**config.mk**
```make
export PLATFORM = sky130hd
export DESIGN_NAME = pixel_addr_decoder_flat
export DESIGN_NICKNAME = d
export VERILOG_FILES = /design/src/rtl/pixel_addr_decoder_pkg.sv /design/src/rtl/pixel_addr_decoder_if.sv /design/src/rtl/pixel_addr_decoder_addr_div_by_width.sv /design/src/rtl/pixel_addr_decoder.sv /design/src/flat_wrapper.sv
export SDC_FILE = /design/constraint.sdc
export NUM_CORES = 1
export LEC_CHECK = 0
export BUFFER_PORTS_ARGS = -buffer_cell sky130_fd_sc_hd__buf_2
export CORE_MARGIN = 10
export CORE_UTILIZATION = 58
export CTS_CLUSTER_SIZE = 24
export DETAILED_ROUTE_END_ITERATION = 6
export GPL_ROUTABILITY_DRIVEN = 0
export HOLD_SLACK_MARGIN = 0.15
export PLACE_DENSITY = 0.79
export SYNTH_ARGS = -nofsm -noshare
export SYNTH_HDL_FRONTEND = slang
export SYNTH_HIERARCHICAL = 1
export SYNTH_SLANG_ARGS = --single-unit
```
**constraint.sdc**
```tcl
create_clock -name clk -period 4.3 [get_ports clk]
set_clock_uncertainty 0.15 [all_clocks]
set_input_delay 0.645 -clock clk [delete_from_list [all_inputs] [get_ports clk]]
set_output_delay 0.645 -clock clk [all_outputs]
set_load 0.02 [all_outputs]
```
**src/rtl/pixel_addr_decoder_pkg.sv**
```systemverilog
// pixel_addr_pkg: shared geometry defaults, tap constants and the decoder state type.
package pixel_addr_pkg;
  localparam int IMG_W = 640;
  localparam int IMG_H = 640;
  localparam int ADDR_W = 19;
  localparam int ROW_W = 10;
  localparam int COL_W = 10;
  localparam int PIX_COUNT = IMG_W * IMG_H;
  localparam int TAP_W = 4;
  localparam logic [TAP_W-1:0] TAP_NONE = '0;
  typedef enum logic [1:0] {IDLE, DIV, FIN, DONE} state_t;
endpackage

```
**src/rtl/pixel_addr_decoder_if.sv**
```systemverilog
// pixel_addr_if: request/result handshake bundle between the address stream and the window logic.
interface pixel_addr_if #(
  parameter int ADDR_W = pixel_addr_pkg::ADDR_W,
  parameter int ROW_W = pixel_addr_pkg::ROW_W,
  parameter int COL_W = pixel_addr_pkg::COL_W,
  parameter int TAP_W = pixel_addr_pkg::TAP_W
);
  logic in_valid;
  logic in_ready;
  logic [ADDR_W-1:0] in_addr;
  logic [ROW_W-1:0] in_base_row;
  logic [COL_W-1:0] in_base_col;
  logic out_valid;
  logic out_ready;
  logic [ROW_W-1:0] out_row;
  logic [COL_W-1:0] out_col;
  logic [TAP_W-1:0] out_tap;
  logic out_hit;
  logic out_oob;
  modport master (
    output in_valid, in_addr, in_base_row, in_base_col, out_ready,
    input in_ready, out_valid, out_row, out_col, out_tap, out_hit, out_oob
  );
  modport slave (
    input in_valid, in_addr, in_base_row, in_base_col, out_ready,
    output in_ready, out_valid, out_row, out_col, out_tap, out_hit, out_oob
  );
endinterface

```
**src/rtl/pixel_addr_decoder_addr_div_by_width.sv**
```systemverilog
// addr_div_by_width: restoring shift-subtract divide by a constant width, one quotient bit per cycle.
module addr_div_by_width #(
  parameter int DIVISOR = 640,
  parameter int ADDR_W = 19,
  parameter int ROW_W = 10
) (
  input  logic              clk,
  input  logic              rst,
  input  logic              start,
  input  logic [ADDR_W-1:0] dividend,
  output logic              busy,
  output logic              done,
  output logic [ROW_W-1:0]  quot,
  output logic [ADDR_W-1:0] rem
);
  localparam int KW = $clog2(ROW_W + 1);
  localparam int WW = ADDR_W + ROW_W;
  logic [KW-1:0] k;
  logic [WW-1:0] sh;
  logic fit;
  assign sh = WW'(DIVISOR) << k;
  assign fit = {{ROW_W{1'b0}}, rem} >= sh;
  // done marks the cycle performing the k=0 step; results are final after this edge
  assign done = busy & (k == '0);
  always_ff @(posedge clk or posedge rst)
    if (rst) begin
      rem <= '0;
      quot <= '0;
      k <= '0;
      busy <= 1'b0;
    end else if (start) begin
      rem <= dividend;
      quot <= '0;
      k <= KW'(ROW_W - 1);
      busy <= 1'b1;
    end else if (busy) begin
      if (fit) begin
        rem <= rem - sh[ADDR_W-1:0];
        quot <= quot | (ROW_W'(1) << k);
      end
      k <= done ? '0 : k - 1'b1;
      busy <= ~done;
    end
endmodule

```
**src/rtl/pixel_addr_decoder.sv**
```systemverilog
// pixel_addr_decoder: linear address -> (row, col) plus 3x3 window tap lookup, one request in flight.
module pixel_addr_decoder #(
  parameter int IMG_W = pixel_addr_pkg::IMG_W,
  parameter int IMG_H = pixel_addr_pkg::IMG_H,
  parameter int ADDR_W = pixel_addr_pkg::ADDR_W,
  parameter int ROW_W = pixel_addr_pkg::ROW_W,
  parameter int COL_W = pixel_addr_pkg::COL_W
) (
  input logic clk,
  input logic rst,
  pixel_addr_if.slave bus
);
  import pixel_addr_pkg::*;
  localparam int PIX = IMG_W * IMG_H;
  state_t state, state_nx;
  logic [ROW_W-1:0] base_row, quot;
  logic [COL_W-1:0] base_col;
  logic [ADDR_W-1:0] rem;
  logic [ROW_W:0] dr;
  logic [ADDR_W:0] dc;
  logic [TAP_W-1:0] tap;
  logic accept, oob, busy, done, hit;
  assign bus.in_ready = state == IDLE;
  assign accept = bus.in_valid & bus.in_ready;
  assign oob = {1'b0, bus.in_addr} >= (ADDR_W + 1)'(PIX);
  addr_div_by_width #(.DIVISOR(IMG_W), .ADDR_W(ADDR_W), .ROW_W(ROW_W)) u_div (
    .clk(clk),
    .rst(rst),
    .start(accept & ~oob),
    .dividend(bus.in_addr),
    .busy(busy),
    .done(done),
    .quot(quot),
    .rem(rem)
  );
  // two's-complement offsets from the anchor; a set sign bit means left of / above the window
  assign dr = {1'b0, quot} - {1'b0, base_row};
  assign dc = {1'b0, rem} - {1'b0, ADDR_W'(base_col)};
  assign hit = ~dr[ROW_W] & (dr[ROW_W-1:0] < ROW_W'(3)) & ~dc[ADDR_W] & (dc[ADDR_W-1:0] < ADDR_W'(3));
  assign tap = hit ? TAP_W'(3 * dr[1:0]) + TAP_W'(dc[1:0]) : TAP_NONE;
  always_ff @(posedge clk or posedge rst)
    if (rst) state <= IDLE;
    else state <= state_nx;
  always_comb begin
    state_nx = state;
    case (state)
      IDLE: if (accept) state_nx = oob ? DONE : DIV;
      DIV: state_nx = done ? FIN : (busy ? DIV : IDLE);
      FIN: state_nx = DONE;
      DONE: if (bus.out_ready) state_nx = IDLE;
      default: state_nx = IDLE;
    endcase
  end
  always_ff @(posedge clk or posedge rst)
    if (rst) begin
      base_row <= '0;
      base_col <= '0;
      bus.out_valid <= 1'b0;
      bus.out_row <= '0;
      bus.out_col <= '0;
      bus.out_tap <= TAP_NONE;
      bus.out_hit <= 1'b0;
      bus.out_oob <= 1'b0;
    end else begin
      if (accept) begin
        base_row <= bus.in_base_row;
        base_col <= bus.in_base_col;
      end
      if (accept & oob) begin
        bus.out_valid <= 1'b1;
        bus.out_row <= '0;
        bus.out_col <= '0;
        bus.out_tap <= TAP_NONE;
        bus.out_hit <= 1'b0;
        bus.out_oob <= 1'b1;
      end else if (state == FIN) begin
        bus.out_valid <= 1'b1;
        bus.out_row <= quot;
        bus.out_col <= rem[COL_W-1:0];
        bus.out_tap <= tap;
        bus.out_hit <= hit;
        bus.out_oob <= 1'b0;
      end else if (state == DONE && bus.out_ready) begin
        bus.out_valid <= 1'b0;
      end
    end
endmodule

```
**src/flat_wrapper.sv**
```systemverilog
// flat-port wrapper written by rule: the top's interface ports become plain ports
module pixel_addr_decoder_flat import pixel_addr_pkg::*;
#(
  parameter int IMG_W = pixel_addr_pkg::IMG_W,
  parameter int IMG_H = pixel_addr_pkg::IMG_H,
  parameter int ADDR_W = pixel_addr_pkg::ADDR_W,
  parameter int ROW_W = pixel_addr_pkg::ROW_W,
  parameter int COL_W = pixel_addr_pkg::COL_W
)
  (clk, rst, bus_in_valid, bus_in_addr, bus_in_base_row, bus_in_base_col, bus_out_ready, bus_in_ready, bus_out_valid, bus_out_row, bus_out_col, bus_out_tap, bus_out_hit, bus_out_oob);
  pixel_addr_if #(.ADDR_W(ADDR_W), .ROW_W(ROW_W), .COL_W(COL_W)) bus_i ();
  input logic clk;
  input logic rst;
  input wire logic [$bits(bus_i.in_valid)-1:0] bus_in_valid;
  input wire logic [$bits(bus_i.in_addr)-1:0] bus_in_addr;
  input wire logic [$bits(bus_i.in_base_row)-1:0] bus_in_base_row;
  input wire logic [$bits(bus_i.in_base_col)-1:0] bus_in_base_col;
  input wire logic [$bits(bus_i.out_ready)-1:0] bus_out_ready;
  output wire logic [$bits(bus_i.in_ready)-1:0] bus_in_ready;
  output wire logic [$bits(bus_i.out_valid)-1:0] bus_out_valid;
  output wire logic [$bits(bus_i.out_row)-1:0] bus_out_row;
  output wire logic [$bits(bus_i.out_col)-1:0] bus_out_col;
  output wire logic [$bits(bus_i.out_tap)-1:0] bus_out_tap;
  output wire logic [$bits(bus_i.out_hit)-1:0] bus_out_hit;
  output wire logic [$bits(bus_i.out_oob)-1:0] bus_out_oob;
  assign bus_i.in_valid = bus_in_valid;
  assign bus_i.in_addr = bus_in_addr;
  assign bus_i.in_base_row = bus_in_base_row;
  assign bus_i.in_base_col = bus_in_base_col;
  assign bus_i.out_ready = bus_out_ready;
  assign bus_in_ready = bus_i.in_ready;
  assign bus_out_valid = bus_i.out_valid;
  assign bus_out_row = bus_i.out_row;
  assign bus_out_col = bus_i.out_col;
  assign bus_out_tap = bus_i.out_tap;
  assign bus_out_hit = bus_i.out_hit;
  assign bus_out_oob = bus_i.out_oob;
  pixel_addr_decoder #(.IMG_W(IMG_W), .IMG_H(IMG_H), .ADDR_W(ADDR_W), .ROW_W(ROW_W), .COL_W(COL_W)) u_core (.clk(clk), .rst(rst), .bus(bus_i));
endmodule
```
* Yosys cells after proc, flatten, opt, wreduce, memory -nomap -nowiden
Index checks and enable logic that the tools add are counted.
** Operators by class
- Shifts and indexed selects :: 2
- $lt $le $gt $ge :: 4
- $mul :: 1
- $add $sub $neg :: 5
- Mux-type cells :: 31
- Reduce and logical (&&, ||, !) cells :: 9
- Bitwise operators :: 12
- Eq/ne operators :: 5
** Operators with widths (count)
- $mux W10 :: 7
- $mux W19 :: 3
- $ge A19 B29 Y1 :: 1
- $shl A10 B4 Y29 const A :: 1
- $mux W4 :: 6
- $sub A19 B10 Y20 :: 1
- $ge A19 B19 Y1 const B :: 1
- $lt A19 B2 Y1 const B :: 1
- $sub A19 B19 Y19 :: 1
- $sub A10 B10 Y11 :: 1
- $lt A10 B2 Y1 const B :: 1
- $mux W1 :: 10
- $or A10 B10 Y10 :: 1
- $shl A1 B4 Y10 const A :: 1
- $mux W2 :: 4
- $pmux W2 S4 :: 1
- $and A1 B1 Y1 :: 7
- $reduce_bool A2 Y1 :: 3
- $add A4 B2 Y4 :: 1
- $eq A2 B2 Y1 const B :: 2
- $logic_not A4 Y1 :: 1
- $mul A2 B2 Y4 const A :: 1
- $ne A2 B2 Y1 const B :: 2
- $not A1 Y1 :: 4
- other kinds (6) :: 7
** Storage, ports and cells
- Input port bits :: 43
- Logic and storage cells :: 82
- Register bits after elaboration :: 83

* Depth between registers and ports, before layout
- Word-level depth :: 8
- Mapped depth :: 14
- Mapped depth without buffers :: 12

* Cells and area by module
Netlist, hierarchy kept.
** Modules (own cells, without submodules)
- pixel_addr_decoder :: instances 1, seq. area each 1226.2 µm², cells each 329, area each 3111.7 µm²
- addr_div_by_width :: instances 1, seq. area each 850.8 µm², cells each 224, area each 2138.3 µm²

* Worst setup path before layout
Ideal clock, no wire load.
- Kind :: register to register
- From :: reg u_core.u_div.k[0]
- To :: reg u_core.u_div.rem[13]
- Cell stages (with the launch flop) :: 13
- Slack :: 1.102 ns
- Arrival time :: 2.923 ns
- Library setup time :: 0.125 ns
- Buffers on the path :: 1
- Clock period less this slack :: 3.198 ns
- Cells stage by stage :: dfrtp_1 -> inv_1 -> ha_1 -> clkbuf_1 -> mux2i_1 -> or2_2 -> ha_1 -> a21oi_1 -> nor2b_1 -> o31a_1 -> a21o_1 -> mux2_1 -> mux2_2
** On the way
- Word-level cells in the longest chain between the ends :: 5
- Elaborated cells on any way between the ends :: 8
- Those cells by class :: add/sub (1); order compare (1); shift (1); mux (3); reduce/logical (2)
** RTL lines
- from (decl) :: line pixel_addr_decoder_addr_div_by_width.sv:18 : logic [KW-1:0] k;
- from (signal assigned) :: line pixel_addr_decoder_addr_div_by_width.sv:34 : k <= KW'(ROW_W - 1);
- from (signal assigned) :: line pixel_addr_decoder_addr_div_by_width.sv:41 : k <= done ? '0 : k - 1'b1;
- $shl A10 B4 Y29 (*) :: line pixel_addr_decoder_addr_div_by_width.sv:21 : assign sh = WW'(DIVISOR) << k;
- $sub A19 B19 Y19 :: line pixel_addr_decoder_addr_div_by_width.sv:38 : rem <= rem - sh[ADDR_W-1:0];
- $mux W19 :: line pixel_addr_decoder_addr_div_by_width.sv:37 : if (fit) begin
- $mux W19 :: line pixel_addr_decoder_addr_div_by_width.sv:36 : end else if (busy) begin
- $mux W19 :: line pixel_addr_decoder_addr_div_by_width.sv:31 : end else if (start) begin
- to (signal assigned) :: line pixel_addr_decoder_addr_div_by_width.sv:32 : rem <= dividend;
- to (signal assigned) :: line pixel_addr_decoder_addr_div_by_width.sv:38
- to (decl) :: line pixel_addr_decoder_addr_div_by_width.sv:14 : output logic [ADDR_W-1:0] rem
Mark *: on every way between the ends. The rest lies on a longest branch, timed or not. The select of a mux whose other input is x is not followed.
A chain may end at the register's enable or synchronous reset.

* Final worst setup path
- From :: reg u_core.u_div.k[0]
- To :: reg u_core.u_div.rem[14]
The elaborated chain is that of the path after synthesis.

==> results.ini <==
[synth]
syn_area_sq_um = 5250
yosys.area.top_type = dfrtp_1
async_flop_share = 1.00
synth_cell_types = 70
synth-seq-cells = 83
synth_fp_nets = 640
synth_edf_count = 0
synth_cells = 553
seq_area_frac_synth = 0.396
synth.most_common_cell = dfrtp_1
syn_avg_cell_area_sq_um = 9.49
netlist_top_cells_area = dfrtp_1, ha_1, nand2_1, a22o_1, o21ai_0
synthTopCellsByCount = dfrtp_1, nand2_1, inv_1
synth_warnings = 6
synth.top_cell.area_share = 0.396
synthFlopType = dfrtp_1

[critical_path]
endpoint_kind = flip-flop
critPathKind = flip-flop to flip-flop
r2r_setup_slack_ns = 0.73
crit_required_ns = 4.34
critPathLaunchType = flip-flop
crit_path_start = u_core/u_div/k[0]
worstReg2RegStart = u_core/u_div/k[0]
critPathArrivalTime_ns = 3.61
critPathMaxFanout = 16

[sta]
fin_crit_sh = 0.830
rsz0062_at_grt = no
slew_violations = 0
finalCriticalPeriod_ns = 3.57
finalSetupViolCount = 0
fmax_mhz = 280
max-slew-margin-rel = 0.309
hold_violations = 0
whs_ns = 0.251
fin_setup_tns_ns = 0
worst_pin_slew_ns = 1.04

[place]
dp.cells = 713
numPortBuffers = 70
dp_hpwl_um = 10100

[clock_tree]
cts_hold_buf = 0
clock_latency_ns = 0.35
clk_path_buf_depth = 2
clkTransAtPathRegs_ns = 0.08
cts_buffers = 9
cts_tree = done
cts_setup_buffers = 0
cts-resized-gates = 0
cts_root_buf = clkbuf_8
cts_sinks = 83
htreeDepth = 3

[floorplanning]
die_h_um = 115
io_pins = 71
core_sq_um = 8760
rows = 34
fp.dieArea_sq_um = 13300
initial_core_util = 0.599
die_width_um = 115

[finish]
drive_above_1_share = 0.194
fillCellCount = 701
antenna_cells = 0
syn_to_final_growth_pct = 11.7
nets = 703
stdcell_count = 728

[grt]
grt_pass1_vias = 4498
grtUsageMet1 = 0.241
antenna_found_initial = 0
grt_pass1_wl_um = 21800
grt_max_degree = 50
grt.total_usage = 0.202
gr-max-usage-layer = met2
met2_usage = 0.339
use_met3 = 0.0458
grt_overflow_total = 0

[job]
cap_violations = 0

[detailed_routing]
vias = 4403
routed_wl_um = 13200
wl_per_cell_um = 18.2
drcViolationCount = 0
drtAntennaViolNets = 0
via_per_inst = 6.05
first_pass_iters = 4
drt_iter0_drc = 252

[run_status]
status = finished clean

[min_path]
holdCritPathClass = input pin to async pin

[worst max-delay path, stage by stage (launching register included)]
cell	delay (ns)
dfrtp_1	0.47
inv_1	0.23
ha_1	0.41
mux2i_1	0.12
or2_2	0.29
ha_1	0.34
a21oi_1	0.08
nor2b_1	0.26
o31a_1	0.24
a21o_1	0.25
buf_4	0.26
mux2i_1	0.21
o21ai_0	0.09
[cells in the final DEF (no fill, tap or decap), types with 8 or more instances in the layout]
| cell type | Yosys | routed |
|---|---|---|
| nor2b_1 | 9 | 8 |
| a22o_1 | 20 | 20 |
| buf_2 | 1 | 70 |
| dfrtp_1 | 83 | 83 |
| inv_1 | 41 | 40 |
| mux2i_1 | 8 | 8 |
| nand3_1 | 10 | 10 |
| nand2_1 | 53 | 53 |
| a21o_1 | 8 | 8 |
| a31oi_1 | 13 | 13 |
| xnor2_1 | 10 | 10 |
| o21ai_0 | 32 | 32 |
| nor2_1 | 32 | 32 |
| ha_1 | 40 | 40 |
| a21oi_1 | 26 | 25 |
| o31ai_1 | 11 | 11 |
| clkbuf_8 | 0 | 9 |
| a211oi_1 | 8 | 8 |
| nor3_1 | 12 | 12 |
| mux2_2 | 11 | 11 |
[per-layer routing]
metal	vias up	share of wire
met3	30	0.054
met1	2127	0.42
met4	0	0.030
met2	114	0.50
li1	2132	-
met5	-	0
[flip-flops by register name, indices dropped and copies added, names as in the netlist]
register              flops
u_core/u_div/quot        10
u_core/bus.out_col       10
u_core/bus.out_valid      1
u_core/state              2
u_core/base_row          10
u_core/u_div/rem         19
u_core/bus.out_row       10
u_core/u_div/busy         1
u_core/base_col          10
u_core/bus.out_hit        1
u_core/u_div/k            4
u_core/bus.out_tap        4
u_core/bus.out_oob        1
[through the flow]
stage / util / setup slack, ns / cell area [sq um]
2_1_floorplan: - / 1.10 / 5250
3_3_place_gp: 0.648 / 0.950 / 5680
3_5_place_dp: 0.648 / 0.774 / 5680
4_1_cts: 0.669 / 0.760 / 5860
5_1_grt: 0.669 / 0.407 / 5860
6_report: 0.669 / 0.729 / 5860
[cells by family after synthesis]
| family | Yosys count | share of synthesized area |
|---|---|---|
| AOI/OAI and AO/OA | 163 | 0.220 |
| and+or+nand+nor | 162 | 0.155 |
| buffers and inverters | 65 | 0.0503 |
| xor gates and xnor gates | 16 | 0.0267 |
| muxes | 20 | 0.0410 |
| adders and majority gates | 44 | 0.111 |
| DFF | 83 | 0.396 |
[cell type report]
class / instances / area (sq um) / area share
tap: 108 / 135 / 0.0230
sequential: 83 / 2080 / 0.354
clock buffer: 10 / 128 / 0.0218
timing repair buffer: 76 / 395 / 0.0674
clock inverter: 5 / 55.1 / 0.00939
multi-input combinational: 405 / 2920 / 0.498
inverter: 41 / 154 / 0.0262
[path summary, 6_finish.rpt]
check / endpoint / depth (start not counted)
min in group clk: u_core/bus.out_tap[2] / 2
max in group asynchronous: u_core/base_col[7] / 2
min reg2reg: u_core/bus.out_tap[2] / 2
max: u_core/u_div/rem[14] / 12
max reg2reg: u_core/u_div/rem[14] / 12
min: u_core/u_div/quot[3] / 3
Power is not shown: default switching activity piles up to over one toggle a cycle in this logic, so the estimate is an artifact.
